## config.mk

```make
export PLATFORM = sky130hd
export DESIGN_NAME = writeback_regfile_flat
export DESIGN_NICKNAME = d
export VERILOG_FILES = /design/src/rtl/mips32_pkg.sv /design/src/rtl/writeback_regfile_if.sv /design/src/rtl/regbank_3r1w.sv /design/src/rtl/writeback_regfile.sv /design/src/flat_wrapper.sv
export SDC_FILE = /design/constraint.sdc
export NUM_CORES = 2
export LEC_CHECK = 0
export CORE_MARGIN = 10
export CORE_UTILIZATION = 30
export CTS_BUF_LIST = sky130_fd_sc_hd__clkbuf_8
export DETAILED_ROUTE_END_ITERATION = 12
export GPL_TIMING_DRIVEN = 0
export HOLD_SLACK_MARGIN = 0.05
export SYNTH_ARGS = -nofsm -noshare
export SYNTH_HDL_FRONTEND = slang
export SYNTH_SLANG_ARGS = --single-unit
```

## constraint.sdc

```tcl
create_clock -name clk -period 6.9 [get_ports clk]
set_input_delay 0.69 -clock clk [delete_from_list [all_inputs] [get_ports clk]]
set_output_delay 0.69 -clock clk [all_outputs]
set_load 0.02 [all_outputs]
```

## src/rtl/mips32_pkg.sv

```systemverilog
// Shared MIPS32 pipeline types: opcodes, instruction field positions and writeback source select.
package mips32_pkg;

  localparam int unsigned IR_W   = 32;
  localparam int unsigned REG_AW = 5;
  localparam int unsigned CNT_W  = 32;

  localparam int unsigned OP_MSB  = 31;
  localparam int unsigned OP_LSB  = 26;
  localparam int unsigned RD_MSB  = 25;
  localparam int unsigned RD_LSB  = 21;
  localparam int unsigned RS1_MSB = 20;
  localparam int unsigned RS1_LSB = 16;
  localparam int unsigned RS2_MSB = 15;
  localparam int unsigned RS2_LSB = 11;

  typedef enum logic [5:0] {
    OP_ADD  = 6'h00,
    OP_SUB  = 6'h01,
    OP_AND  = 6'h02,
    OP_OR   = 6'h03,
    OP_SLT  = 6'h04,
    OP_MUL  = 6'h05,
    OP_LW   = 6'h08,
    OP_SW   = 6'h09,
    OP_ADDI = 6'h0A,
    OP_SUBI = 6'h0B,
    OP_SLTI = 6'h0C,
    OP_BNEZ = 6'h0D,
    OP_BEQZ = 6'h0E,
    OP_JAL  = 6'h10,
    OP_HLT  = 6'h3F
  } opcode_t;

  typedef enum logic [1:0] {
    WB_ALU,
    WB_LMD,
    WB_NPC,
    WB_NONE
  } wb_sel_t;

  // Writeback source for a retiring opcode; stores, branches, HLT and unknowns write nothing.
  function automatic wb_sel_t wb_sel_of(input opcode_t op);
    wb_sel_t sel;
    case (op)
      OP_ADD, OP_SUB, OP_AND, OP_OR, OP_SLT, OP_MUL,
      OP_ADDI, OP_SUBI, OP_SLTI: sel = WB_ALU;
      OP_LW:                     sel = WB_LMD;
      OP_JAL:                    sel = WB_NPC;
      default:                   sel = WB_NONE;
    endcase
    return sel;
  endfunction

endpackage

```

## src/rtl/writeback_regfile_if.sv

```systemverilog
// MEM/WB boundary bus carrying a retiring instruction into the writeback stage.
interface writeback_regfile_if #(
  parameter int unsigned XLEN = 32
);
  logic            wb_valid;
  logic [31:0]     ir_wb;
  logic [XLEN-1:0] alu_out_wb;
  logic [XLEN-1:0] lmd_wb;
  logic [XLEN-1:0] npc_wb;

  modport master (output wb_valid, ir_wb, alu_out_wb, lmd_wb, npc_wb);
  modport slave  (input  wb_valid, ir_wb, alu_out_wb, lmd_wb, npc_wb);
endinterface

```

## src/rtl/regbank_3r1w.sv

```systemverilog
// 32 x XLEN architectural register bank: one registered write port, three combinational reads.
// Define WB_BYPASS_EN to forward the pending write to matching read ports.
module regbank_3r1w
  import mips32_pkg::*;
#(
  parameter int unsigned XLEN = 32,
  parameter int unsigned NREG = 32
) (
  input  logic              clk,
  input  logic              rst_n,
  input  logic              we,
  input  logic [REG_AW-1:0] waddr,
  input  logic [XLEN-1:0]   wdata,
  input  logic [REG_AW-1:0] raddr0,
  input  logic [REG_AW-1:0] raddr1,
  input  logic [REG_AW-1:0] raddr2,
  output logic [XLEN-1:0]   rdata0,
  output logic [XLEN-1:0]   rdata1,
  output logic [XLEN-1:0]   rdata2
);

  logic [XLEN-1:0]   mem [NREG];
  logic [REG_AW-1:0] raddr [3];
  logic [XLEN-1:0]   rdata [3];

  // Reset takes priority so a write pending at reset is dropped.
  always_ff @(posedge clk) begin
    if (!rst_n) begin
      for (int unsigned i = 0; i < NREG; i++) mem[i] <= '0;
    end else if (we) begin
      mem[waddr] <= wdata;
    end
  end

  assign raddr[0] = raddr0;
  assign raddr[1] = raddr1;
  assign raddr[2] = raddr2;

  always_comb begin
    for (int p = 0; p < 3; p++) begin
      rdata[p] = (raddr[p] == '0) ? '0 : mem[raddr[p]];
`ifdef WB_BYPASS_EN
      if (we && (waddr == raddr[p]) && (raddr[p] != '0)) rdata[p] = wdata;
`endif
    end
  end

  assign rdata0 = rdata[0];
  assign rdata1 = rdata[1];
  assign rdata2 = rdata[2];

endmodule

```

## src/rtl/writeback_regfile.sv

```systemverilog
// Writeback stage: classifies retiring instructions, stages the write, tracks halt and retire count.
// Optional write-through read bypass is enabled with `define WB_BYPASS_EN (see regbank_3r1w).
module writeback_regfile
  import mips32_pkg::*;
#(
  parameter int unsigned XLEN = 32,
  parameter int unsigned NREG = 32
) (
  input  logic              clk,
  input  logic              rst_n,
  writeback_regfile_if.slave wb,
  input  logic [REG_AW-1:0] rs1_addr,
  input  logic [REG_AW-1:0] rs2_addr,
  input  logic [REG_AW-1:0] rd_addr,
  output logic [XLEN-1:0]   a_data,
  output logic [XLEN-1:0]   b_data,
  output logic [XLEN-1:0]   d_data,
  output logic              wr_en,
  output logic [REG_AW-1:0] wr_addr,
  output logic [XLEN-1:0]   wr_data,
  output logic              halted,
  output logic [CNT_W-1:0]  retired_cnt
);

  opcode_t           op;
  wb_sel_t           sel;
  logic [REG_AW-1:0] rd;
  logic [XLEN-1:0]   src_data;
  logic              capture;
  logic              do_write;
  logic              unused_ir;

  assign unused_ir = ^wb.ir_wb[RS1_MSB:0];

  // Decode the retiring instruction and pick its writeback value.
  always_comb begin
    op       = opcode_t'(wb.ir_wb[OP_MSB:OP_LSB]);
    rd       = wb.ir_wb[RD_MSB:RD_LSB];
    sel      = wb_sel_of(op);
    capture  = wb.wb_valid && !halted;
    src_data = wb.alu_out_wb;
    case (sel)
      WB_LMD:  src_data = wb.lmd_wb;
      WB_NPC:  src_data = wb.npc_wb;
      default: src_data = wb.alu_out_wb;
    endcase
    do_write = capture && (sel != WB_NONE) && (rd != '0);
  end

  // Stage the write; address/data hold when nothing new is written.
  always_ff @(posedge clk) begin
    if (!rst_n) begin
      wr_en       <= 1'b0;
      wr_addr     <= '0;
      wr_data     <= '0;
      halted      <= 1'b0;
      retired_cnt <= '0;
    end else begin
      wr_en <= 1'b0;
      if (capture) begin
        retired_cnt <= retired_cnt + CNT_W'(1);
        if (op == OP_HLT) halted <= 1'b1;
        if (do_write) begin
          wr_en   <= 1'b1;
          wr_addr <= rd;
          wr_data <= src_data;
        end
      end
    end
  end

  regbank_3r1w #(
    .XLEN (XLEN),
    .NREG (NREG)
  ) u_bank (
    .clk    (clk),
    .rst_n  (rst_n),
    .we     (wr_en),
    .waddr  (wr_addr),
    .wdata  (wr_data),
    .raddr0 (rs1_addr),
    .raddr1 (rs2_addr),
    .raddr2 (rd_addr),
    .rdata0 (a_data),
    .rdata1 (b_data),
    .rdata2 (d_data)
  );

endmodule
```

## src/flat_wrapper.sv

```systemverilog
// flat-port wrapper written by rule: the top's interface ports become plain ports
module writeback_regfile_flat import mips32_pkg::*;
#(
  parameter int unsigned XLEN = 32,
  parameter int unsigned NREG = 32
)
  (clk, rst_n, rs1_addr, rs2_addr, rd_addr, a_data, b_data, d_data, wr_en, wr_addr, wr_data, halted, retired_cnt, wb_wb_valid, wb_ir_wb, wb_alu_out_wb, wb_lmd_wb, wb_npc_wb);
  writeback_regfile_if #(.XLEN(XLEN)) wb_i ();
  input  logic clk;
  input  logic rst_n;
  input  logic [REG_AW-1:0] rs1_addr;
  input  logic [REG_AW-1:0] rs2_addr;
  input  logic [REG_AW-1:0] rd_addr;
  output logic [XLEN-1:0] a_data;
  output logic [XLEN-1:0] b_data;
  output logic [XLEN-1:0] d_data;
  output logic wr_en;
  output logic [REG_AW-1:0] wr_addr;
  output logic [XLEN-1:0] wr_data;
  output logic halted;
  output logic [CNT_W-1:0] retired_cnt;
  input wire logic [$bits(wb_i.wb_valid)-1:0] wb_wb_valid;
  input wire logic [$bits(wb_i.ir_wb)-1:0] wb_ir_wb;
  input wire logic [$bits(wb_i.alu_out_wb)-1:0] wb_alu_out_wb;
  input wire logic [$bits(wb_i.lmd_wb)-1:0] wb_lmd_wb;
  input wire logic [$bits(wb_i.npc_wb)-1:0] wb_npc_wb;
  assign wb_i.wb_valid = wb_wb_valid;
  assign wb_i.ir_wb = wb_ir_wb;
  assign wb_i.alu_out_wb = wb_alu_out_wb;
  assign wb_i.lmd_wb = wb_lmd_wb;
  assign wb_i.npc_wb = wb_npc_wb;
  writeback_regfile #(.XLEN(XLEN), .NREG(NREG)) u_core (.clk(clk), .rst_n(rst_n), .wb(wb_i), .rs1_addr(rs1_addr), .rs2_addr(rs2_addr), .rd_addr(rd_addr), .a_data(a_data), .b_data(b_data), .d_data(d_data), .wr_en(wr_en), .wr_addr(wr_addr), .wr_data(wr_data), .halted(halted), .retired_cnt(retired_cnt));
endmodule
```

* Word level (Yosys, flattened, before mapping)
Memory sizes are Yosys's and may differ from the RTL's.
Cells that the tools add are included.
** Cells by class
- $add $sub $neg :: 1
- Eq/ne operators :: 4
- Multiplexer cells :: 13
- Reduce and logical (&&, ||, !) cells :: 12
** Operator list (count)
- $mux 32 :: 4
- $pmux 32 s2 :: 1
- $add 32x1->32 const B :: 1
- $reduce_or 32->1 :: 1
- $logic_not 5->1 :: 3
- $eq 6x6->1 const B :: 1
- $mux 1 :: 6
- $reduce_and 2->1 :: 3
- $mux 5 :: 1
- $reduce_bool 5->1 :: 1
- $logic_and 1x1->1 :: 3
- $eq 2x1->1 const B :: 1
- $eq 2x2->1 const B :: 1
- $mux 2 :: 1
- $ne 2x2->1 const B :: 1
- $logic_not 1->1 :: 1
** Storage, ports and cells
- Register bits :: 71
- Bits in writable memories :: 1024
- Memory bits (read-only) :: 64
- Input bits :: 146
- Output and inout port bits :: 167
- Word-level logic and storage cells :: 37
- Memories :: 2
** Memory list
- u_core.u_bank.mem :: depth 32, width 32, rd ports 3, clocked after Yosys merged registers in 0, write ports 32, RTL line regbank_3r1w.sv:22 : logic [XLEN-1:0] mem [NREG];
- (no name shown) :: depth 32, width 2, rd ports 1, clocked after Yosys merged registers in 0, write ports 0, RTL line mips32_pkg.sv:45 : case (op)

* Logic depth before layout (Yosys ltp)
An unclocked memory read counts as a cell.
- Depth after elaboration :: 6
- Gate-level depth with buffers :: 11
- Depth with buffers taken out :: 9

* Modules after synthesis
Synthesis repeated with hierarchy kept, for this count alone.
** Unflattened totals
- Cells, all modules :: 4750
- Area total of the unflattened synthesis :: 66289.8 um^2
** Modules (own cells, without submodules)
- regbank_3r1w :: instances 1, cells each 4279, area each 62710.1 um^2, seq. area each 30749.5 um^2
- writeback_regfile :: instances 1, cells each 471, area each 3579.7 um^2, seq. area each 1421.4 um^2

* Least setup slack after synthesis
OpenSTA, ideal clock, no wires.
- Kind :: input-to-reg
- Start point :: in rst_n
- End point :: mem u_core.u_bank.mem[12][0], enable pin
- Library setup time :: 0.466 ns
- Arrival time :: 3.643 ns
- Data required time :: 6.434 ns
- Path slack :: 2.791 ns
- Stages :: 5
- Path buffers :: 2
- Path through :: nand2_1 > or3_1 > buf_2 > buf_2 > o21ai_0
** RTL lines
- start, declared :: RTL line flat_wrapper.sv:10 : input logic rst_n;
- end, declared :: RTL line regbank_3r1w.sv:22

* Final worst setup path
- Start point :: in rs1_addr[3]
- End point :: out a_data[14]
** On the way
- Longest elaborated chain between the ends :: 2
- Elaborated cells between the ends (all ways) :: 3
- Classes of those cells :: 1 x mux; 1 x reduce/logical; 1 x memory
** Ends and longest elaborated chain
- start, declared :: RTL line flat_wrapper.sv:11 : input logic [REG_AW-1:0] rs1_addr;
- $mem_v2 32x32 / $logic_not 5->1 (equally long branches)
- $mux 32 (*) :: RTL line regbank_3r1w.sv:41 : rdata[p] = (raddr[p] == '0) ? '0 : mem[raddr[p]];
- end, declared :: RTL line flat_wrapper.sv:14 : output logic [XLEN-1:0] a_data;
Mark *: on every way between the ends. The rest lies on a longest branch, timed or not.

==> impl.org <==
** Placed design
- Placer's final routability congestion estimate :: 1.020
- During placement, the flow inserted port buffers numbering 279.
- Half-perimeter wire length after placement :: 244700 µm
- The placed instances occupy a cell area of 0.07528 mm².

** Finish
- In the final layout, flip-flops and latches occupy 0.03217 mm².
- Area Overhead vs Synth :: 17.35%
- Fraction of layout instances using a drive strength above 1 :: 22.83%
- In the final layout, the multi-input gates occupy 0.03261 mm².
- Final-stage net count :: 5519
- Counting the fill cells in the layout gives 21500.
- The finished cells cover 0.07893 mm².

** Setup path
- Counting both buffers and inverters, the worst setup path holds a total of 4.
- Of all nets on the critical path, the largest fanout is 10.
- Count of cells along the worst register-to-register path :: 5
- Sort of element at the start of the critical path :: input pin
- Arrival @ worst endpoint :: 6.50 ns
- Launch point of the worst reg-to-reg path :: u_core.wr_addr[0]
- The worst register-to-register path ends at u_core.u_bank.mem[25][19].
- Cell type group with the largest total delay on the critical path :: buffers and inverters
- Endpoint kind of the worst setup timing path :: primary output
- The worst setup path is of the in -> out kind.
- The slowest stage of the critical path belongs to the cell sky130_fd_sc_hd__a311oi_1.
- For the worst setup path, the data required time is 6.21 ns.
- Worst stage delay on the critical path :: 1.28 ns
- Setup slack, reg-to-reg :: 2.77 ns
- Traced cell by cell, the critical path runs through clkdlybuf4s50_1, clkbuf_1, nor2_1, clkbuf_1, a22oi_1, a311oi_1, clkdlybuf4s50_1.

** Die
- Placement Rows :: 173
- Vertical die dimension :: 493.5 µm
- Initial Util :: 30.20%
- Area of the core :: 0.2227 mm²
- From left edge to right edge, the die measures 493.5 µm.
- The die covers 0.2436 mm².
- I/O pin total :: 313

** Synth
- Yosys top cell area share :: 45.71%
- Of all cell types, the one taking the most synthesized area is sky130_fd_sc_hd__edfxtp_1.
- Synthesis handed over a netlist of 4845 instances.
- Syn avg cell area :: 13.88 µm²
- The most common cell in the synthesized netlist is sky130_fd_sc_hd__and2_1.
- Number of synthesized flops with an enable pin :: 1024
- The number of nets in the synthesized netlist is 4995.
- Counting instances in the post-synthesis netlist gives the leading cell types as 1030 x sky130_fd_sc_hd__and2_1, 1024 x sky130_fd_sc_hd__edfxtp_1, 600 x sky130_fd_sc_hd__mux4_2, 316 x sky130_fd_sc_hd__clkbuf_1, 265 x sky130_fd_sc_hd__nand2_1.
- Post-synth design cell area :: 0.06726 mm²
- The Yosys step of the flow raised 0 warnings.
- Proportion of register bits with asynchronous set or reset after synthesis :: 0%
- Among all flip-flop cells after synthesis, the most frequent one is sky130_fd_sc_hd__edfxtp_1.
- Flip-flop and latch count after synthesis :: 1095
- Sorting the synthesized cells by area gives the leading types as sky130_fd_sc_hd__edfxtp_1 46%, sky130_fd_sc_hd__mux4_2 20%, sky130_fd_sc_hd__and2_1 9.6%.
- Summing the sequential cell areas from Yosys gives 47.83% of the chip area.
- Unique cell type count in the Yosys netlist :: 54

** STA
- Max Clock Skew :: 0.05643 ns
- Number of failing setup endpoints in the final timing report :: 7
- Setup repair after global routing left no endpoint under its margin.
- Clock period minus worst slack :: 7.191 ns
- Count of final hold-check violations :: 0
- Number of max-slew violations in the final report :: 19
- At the pin with the least slew margin, the transition time is 1.566 ns.
- Post-route worst setup slack :: -0.2909 ns
- Highest Clock Rate :: 0.1391 GHz
- Post-route clock period utilization :: 104.2%
- Worst slew slack as a fraction of its limit :: -5.079%

** GRT
- Wire length of the first global-routing pass :: 443700 µm
- Global routing used 26.51% of the available tracks.
- Number of antenna violations at the first check in global routing :: 15
- Maximum number of pins on one net before global-route repair :: 21
- Remaining global-route overflow :: 0
- Via count of the first global-routing pass :: 50670

** Run
- Across the run, the number of max-cap violations was 6.

** Clock tree
- Clock tree synthesis selected as its root buffer the cell sky130_fd_sc_hd__clkbuf_8.
- After clock tree synthesis, the clock-pin slew on the worst setup and hold paths is 0.06 ns.
- Hold-fix buffers, CTS :: 0
- Clock tree from TritonCTS :: done
- For this design, the sink count on the clock tree is 1095.
- Clock Tree Buf Depth :: 3
- Post-CTS setup buffer count :: 0
- Clock tree synthesis inserted a total of 196 buffers.
- In this run the number of H-tree levels came out at 4.
- Latest clock arrival within the worst-skew pair :: 1.02 ns
- Gates resized, CTS repair :: 0

** Worst hold path
- The worst hold path belongs to the class in -> reg.
- The worst hold path terminates at u_core.wr_addr[0].
- Number of stages on the worst hold path :: 3
- The startpoint identified for the worst hold timing path is wb_ir_wb[21].

** Outcome
- Result of the run :: finished with violations
- The final reports fail on capacitance limit, slew limit, setup timing.

** Pwr
- Power spread over the standard cell area amounts to 211.1 mW/mm².
- Largest vdd supply drop :: 0.0002324 V
- The design draws 16.66 mW.
- The analysis attributes to cell leakage a power of 27.44 nW.

** Route
- Detailed router's first-iteration violation count :: 9138
- The first detailed-routing pass ran for 8 iterations.
- The final layout contains routed wiring with a total length of 338300 µm.
- Via total after detailed routing :: 53070
- DRC viols :: 0
- After detailed routing, the average wire length per cell comes to 39.72 µm.
- The count of nets left with antenna violations once routing finished came out at 0.
- Routed via count divided by cell count :: 6.230
==> flip-flops by register name, summed over array words and instances, names as in the netlist <==
register	count
u_core.halted	1
u_core.retired_cnt	32
u_core.u_bank.mem	1024
u_core.wr_addr	5
u_core.wr_data	32
u_core.wr_en	1
==> cell families (layout without fill, tap and decap cells) <==
family / Yosys count / after routing / synth area share [%]
AND/OR/NAND/NOR: 1537 / 1537 / 13.22
flip-flops: 1095 / 1095 / 47.83
multiplexers: 971 / 971 / 27.53
AO/OA/AOI/OAI: 673 / 673 / 6.987
buffers and inverters: 557 / 1241 / 4.260
XOR/XNOR: 8 / 8 / 0.1042
adder cells (fa/ha/maj): 4 / 4 / 0.07441
other: 0 / 15 / 0
==> through the flow <==
| step | hold slack (ns) | TNS (ns) | cells | setup slack, ns | utilization [%] |
|---|---|---|---|---|---|
| 5_1_grt | 0.3692 | 0 | 8508 | 0.2006 | 35.43 |
| 3_3_place_gp | 0.4666 | -1576.61 | 8099 | -2.035 | 33.12 |
| 3_5_place_dp | 0.4737 | 0 | 8146 | 0.3074 | 33.80 |
| 6_report | 0.3616 | -0.8612 | 8519 | -0.2909 | 35.44 |
| 4_1_cts | 0.3164 | 0 | 8504 | 0.3023 | 35.42 |
| 2_1_floorplan | 0.5405 | 0 | 4845 | 2.791 | - |
==> layout make-up <==
cell class,instances,area share [%]
multi-input cells,3193,41.31
flip-flops and latches,1095,40.76
repair buffers,326,4.961
well taps,2975,4.716
plain buffers,547,3.584
clock buffers,204,3.557
clock inverters,154,1.022
inverters,10,0.04755
diodes,15,0.04755
==> worst reg2reg max path: cells and delay by family, from the launching register on <==
| family | cells | cell delay (ns) |
|---|---|---|
| buffers and inverters | 2 | 1.54 |
| flip-flops | 1 | 0.43 |
| AND/OR/NAND/NOR | 3 | 2.06 |
==> layer usage <==
layer	wire, µm	up-vias	part of all wire (%)	global-route usage, %
met5	44	-	0.013	0
met2	140500	4843	42	37.68
met1	119600	26950	35	32.33
met3	44010	1119	13	9.181
met4	34100	6	10	21.75
li1	-	20160	-	-
==> power breakdown <==
group	total, mW	internal (mW)	switching [mW]
sequential	7.68	7.47	0.208
combinational	3.01	1.11	1.89
clock	5.98	2.89	3.09
==> placed cells by master, fill, tap and decap left out, types with 101 or more instances in the layout <==
| cell | n |
|---|---|
| sky130_fd_sc_hd__edfxtp_1 | 1024 |
| sky130_fd_sc_hd__o21ai_0 | 136 |
| sky130_fd_sc_hd__a22oi_1 | 131 |
| sky130_fd_sc_hd__mux4_2 | 600 |
| sky130_fd_sc_hd__nand2_1 | 265 |
| sky130_fd_sc_hd__clkbuf_8 | 204 |
| sky130_fd_sc_hd__and2_1 | 1030 |
| sky130_fd_sc_hd__clkdlybuf4s50_1 | 279 |
| sky130_fd_sc_hd__clkbuf_1 | 316 |
| sky130_fd_sc_hd__mux2i_1 | 203 |
| sky130_fd_sc_hd__nor2b_1 | 101 |
==> worst max path at each step <==
stage / from / end / cells after the start
6_report: rs1_addr[3] / a_data[14] / 7
5_1_grt: rs1_addr[3] / a_data[14] / 7
4_1_cts: rs1_addr[3] / a_data[14] / 7
3_5_place_dp: rs1_addr[3] / a_data[14] / 7
3_3_place_gp: rst_n / u_core.u_bank.mem[31][9] / 5
2_1_floorplan: rst_n / u_core.u_bank.mem[12][0] / 5
Power figures use the tool's default switching activity.
